<file path="src/rtl/ped_signal_ctrl.sv">
// ped_signal_ctrl: pedestrian WALK/DONT_WALK controller slaved to the vehicle light FSM.
module ped_signal_ctrl #(
    parameter int WALK_CYCLES  = 8,
    parameter int CLEAR_CYCLES = 6,
    parameter int FLASH_HALF   = 1,
    parameter int CW           = 8
) (
    input  logic          clk,
    input  logic          rst,
    input  logic          red,
    input  logic          yellow,
    input  logic          green,
    input  logic          ped_req,
    output logic          walk,
    output logic          dont_walk,
    output logic          ped_wait,
    output logic [CW-1:0] countdown,
    output logic          fault
);
    localparam int FW = $clog2(FLASH_HALF + 1);
    localparam logic [CW-1:0] TOTAL    = CW'(WALK_CYCLES + CLEAR_CYCLES);
    localparam logic [CW-1:0] WALK_END = CW'(CLEAR_CYCLES + 1);
    localparam logic [FW-1:0] FLASH_END = FW'(FLASH_HALF - 1);

    typedef enum logic [1:0] {IDLE, WALK, CLEAR, FAULT} state_t;

    state_t        state;
    logic          armed;
    logic          vseen;
    logic [FW-1:0] fcnt;
    logic          valid;

    assign valid = (red + yellow + green) == 2'd1;

    always_ff @(posedge clk or negedge rst) begin
        if (!rst) begin
            state     <= IDLE;
            walk      <= 1'b0;
            dont_walk <= 1'b1;
            ped_wait  <= 1'b0;
            countdown <= '0;
            fault     <= 1'b0;
            armed     <= 1'b1;
            vseen     <= 1'b0;
            fcnt      <= '0;
        end else begin
            if (!red) armed <= 1'b1;
            if (ped_req && state != WALK) ped_wait <= 1'b1;
            if (!valid) begin
                state     <= FAULT;
                walk      <= 1'b0;
                dont_walk <= 1'b1;
                countdown <= '0;
                fault     <= 1'b1;
                vseen     <= 1'b0;
            end else if ((state == WALK || state == CLEAR) && !red) begin
                state     <= IDLE;
                walk      <= 1'b0;
                dont_walk <= 1'b1;
                countdown <= '0;
            end else begin
                case (state)
                    FAULT: begin
                        vseen <= 1'b1;
                        if (vseen) begin
                            state <= IDLE;
                            fault <= 1'b0;
                        end
                    end
                    IDLE: if (red && armed && (ped_wait || ped_req)) begin
                        state     <= WALK;
                        walk      <= 1'b1;
                        dont_walk <= 1'b0;
                        countdown <= TOTAL;
                        armed     <= 1'b0;
                        ped_wait  <= 1'b0;
                    end
                    WALK: begin
                        countdown <= countdown - 1'b1;
                        if (countdown == WALK_END) begin
                            state     <= CLEAR;
                            walk      <= 1'b0;
                            dont_walk <= 1'b1;
                            fcnt      <= '0;
                        end
                    end
                    CLEAR: begin
                        // countdown reaching 1 marks the last clearance cycle
                        if (countdown <= CW'(1)) begin
                            state     <= IDLE;
                            countdown <= '0;
                            dont_walk <= 1'b1;
                        end else begin
                            countdown <= countdown - 1'b1;
                            fcnt      <= (fcnt == FLASH_END) ? '0 : fcnt + 1'b1;
                            if (fcnt == FLASH_END) dont_walk <= ~dont_walk;
                        end
                    end
                    default: state <= IDLE;
                endcase
            end
        end
    end
endmodule

</file>
<file path="config.mk">
export PLATFORM = sky130hd
export DESIGN_NAME = ped_signal_ctrl
export DESIGN_NICKNAME = d
export VERILOG_FILES = /design/src/rtl/ped_signal_ctrl.sv
export SDC_FILE = /design/constraint.sdc
export NUM_CORES = 1
export LEC_CHECK = 0
export CAP_MARGIN = 20
export CORE_ASPECT_RATIO = 0.7
export CORE_MARGIN = 2
export CORE_UTILIZATION = 30
export CTS_CLUSTER_SIZE = 28
export DETAILED_ROUTE_END_ITERATION = 10
export PLACE_DENSITY = 0.6
export SETUP_SLACK_MARGIN = 0.1
export SYNTH_ARGS = -nofsm -noshare
export SYNTH_HDL_FRONTEND = slang
export SYNTH_SLANG_ARGS = --single-unit
export TNS_END_PERCENT = 1
</file>
<file path="constraint.sdc">
create_clock -name clk -period 2.35 [get_ports clk]
set_input_delay 0.47 -clock clk [delete_from_list [all_inputs] [get_ports clk]]
set_output_delay 0.47 -clock clk [all_outputs]
set_load 0.05 [all_outputs]
</file>
==> summary.txt <==
Floorplanning
  • Die area: 0.00407 sq mm
  • Core Rows: 18
  • Top Ports: 18
  • Area of the core: 0.00347 sq mm
  • Die H: 54.0 microns
  • Initial Util: 0.308
  • DIE WIDTH: 75.4 microns

STA
  • Clock skew: 0.00711 ns
  • Worst Tran Pin Value: 0.661 ns
  • Setup TNS: 0 ns
  • Slew Limit Fails: 0
  • Setup Viol. Count Final: 0
  • Final Cycle Share: 0.952
  • Final hold vios: 0
  • Slew headroom: 0.555
  • FMAX: 0.447 GHz
  • Min Tclk post-route: 2.24 ns
  • RSZ-0062 raised after global routing: true

Finish
  • Net count, final: 163
  • Synth-to-Final Area Change: 35.3%
  • # fillers: 351
  • Non-filler cells in the finished layout: 197
  • Fraction of layout instances using a drive strength above 1: 0.211
  • Antenna Cells: 0

Placement
  • DP Wirelength: 2.07 mm
  • GP Congestion: 0.813
  • Placed insts: 193
  • Port bufs: 17

GRT
  • Vias in the first global route: 962
  • First-pass GRT wire length: 4.66 mm
  • Global-route congestion overflow total: 0
  • Pin count of the biggest net entering global routing: 11
  • Antenna violations before repair: 0
  • GRT Total Usage: 0.153

Pwr
  • Max IR drop VDD: 0.299 mV
  • PwrDens: 796 mW/mm^2
  • Cell leakage power: 0.626 nW

Logic synthesis
  • Synthesized area per cell: 9.14 sq um
  • Post-synth cell types: 35
  • Post-synth top area share: 0.327
  • Async set-reset flop share out of synthesis: 1.00
  • Mapped Area: 0.00107 sq mm
  • Simple-gate share of the synthesized area: 0.182
  • Post-synthesis cell count: 117
  • Proportion of synthesized area in mux cells: 0.0398
  • Area contributors post-synth: dfrtp_1, ha_1, nand2_1
  • Syn Nets: 132
  • Synthesized-area fraction occupied by adder cells: 0.112
  • Post-synthesis sequential area ratio: 0.377
  • Number of synthesized flops with an enable pin: 0
  • Post-synth top flop: dfrtp_1
  • Synth Warn #: 0
  • Xor-xnor portion of the synthesized cell area: 0
  • Compound-gate portion of the synthesized area: 0.250
  • Synthesis-stage register bit count: 16
  • Main combinational cell family by area after synthesis: compound AO/OA/AOI/OAI gates
  • Yosys top cell by area: dfrtp_1

Min path
  • Hold Path Cell Cnt: 2
  • Hold WC Path Type: flip-flop to flip-flop

Drt
  • Drt pass-1 iters: 4
  • DRC: 0
  • WL per Instance: 13.5 microns
  • Detailed-route via count: 983
  • Initial drt markers: 55
  • Total wire length: 2.67 mm
  • Antenna-violating nets left: 0
  • Post-DR vias/cell: 4.99

Critical path
  • R2r worst-path depth: 5
  • Arrival time worst endpoint: 2.37 ns
  • CP endpoint kind: flip-flop
  • Startpoint Class: flip-flop
  • WP data required: 2.48 ns
  • WS Path Type: flip-flop to flip-flop
  • Worst Path Max Fanout: 7

Run
  • Max-cap viol count: 0

Clock network
  • Root Buffer: clkbuf_8
  • CTS sink cnt: 16
  • CTS tree: done
  • Num CTS Buffers: 3
  • Clk buf depth: 2
  • Later-pin clock latency in the skew report: 0.25 ns
  • H-tree depth: 1
  • Clk pin slew, worst setup/hold paths: 0.06 ns
  • CTS resizes: 0
  • Cts hold-fix bufs: 0
  • Postcts setup bufs: 0

Run status
  • Status: completed
-- flip-flops by register name, summed over array words and instances (netlist names) --
| name | cells |
|---|---|
| countdown | 8 |
| state | 2 |
| armed | 1 |
| dont_walk | 1 |
| fault | 1 |
| ped_wait | 1 |
| vseen | 1 |
| walk | 1 |
-- final timing paths --
check / from / slack, ns / to
min reg2reg: armed / 0.47 / armed
max reg2reg: countdown[5] / 0.11 / countdown[7]
max: countdown[5] / 0.11 / countdown[7]
max in group asynchronous: rst / 1.28 / dont_walk
min: armed / 0.47 / armed
min in group asynchronous: rst / 0.51 / state[0]
-- synthesized netlist by cell type, drive strengths merged, types with 2 or more instances --
cell type	count
mux2	2
nor2	12
nand2	16
mux2i	2
clkbuf	2
a221o	2
a21o	3
o21ai	5
nor3	3
dfstp	2
nor2b	4
inv	9
nor4	3
nand2b	2
o211ai	2
a21oi	9
dfrtp	14
ha	8
o31ai	3
-- kinds of logic after synthesis --
group,Yosys count
flops,16
simple gates,42
fa+ha+maj,9
compound gates,35
buf+inv,11
mux,4
-- worst max-delay path, cell delays in order, from the launching register on --
cell and delay, ns:
dfrtp_2 0.44, or4_4 0.57, o41a_1 0.42, o2111ai_4 0.31, nor2_4 0.07, a221o_1 0.30
-- cells in the final DEF (no fill, tap or decap), types with 2 or more instances in the layout --
| cell type | n |
|---|---|
| clkdlybuf4s50_1 | 17 |
| inv_1 | 9 |
| ha_1 | 8 |
| o211ai_1 | 2 |
| nor2b_1 | 3 |
| dfrtp_2 | 3 |
| clkbuf_8 | 3 |
| buf_4 | 11 |
| nor4_1 | 3 |
| dfrtp_1 | 11 |
| mux2i_1 | 2 |
| nor2_1 | 10 |
| a21oi_1 | 8 |
| nand2_1 | 15 |
| o21ai_0 | 4 |
| mux2_2 | 2 |
| o31ai_1 | 3 |
| a221o_1 | 2 |
| dfstp_2 | 2 |
| nand2b_1 | 2 |
| a21o_1 | 3 |
| nor3_1 | 2 |
-- layout make-up --
type	instances	area, sq um	area share
Multi-Input combinational cell	90	647	0.447
Clock buffer	4	45.0	0.0311
Tap cell	50	62.6	0.0432
Timing Repair Buffer	28	253	0.175
Sequential cell	16	407	0.281
Inverter	9	33.8	0.0233
-- per-stage QoR --
stage               hold slack, ns  setup WS, ns  instance area (sq um)  utilization  power (mW)
finish                       0.474         0.113                   1450        0.417        1.15
global route                 0.489        0.0347                   1450        0.417        1.24
CTS                          0.479         0.109                   1430        0.411        1.15
detailed placement           0.466        -0.136                   1380        0.398       0.915
global placement             0.456        -0.123                   1380        0.398       0.904
floorplan                    0.174         0.152                   1070            -       0.734
-- power breakdown --
group,internal (mW),switching (mW)
Clock,0.120,0.0995
Sequential,0.315,0.0433
Combinational,0.218,0.356
-- routing by layer --
layer  wire (microns)  global-route usage  part of all wire  up-vias
met5                0                   0                 0        -
met4               26              0.0439            0.0098        0
met3              114              0.0337             0.043        4
met2             1060               0.210              0.40       26
met1             1470               0.235              0.55      464
li1                 -                   -                 -      489
Power figures use the tool's default switching activity.
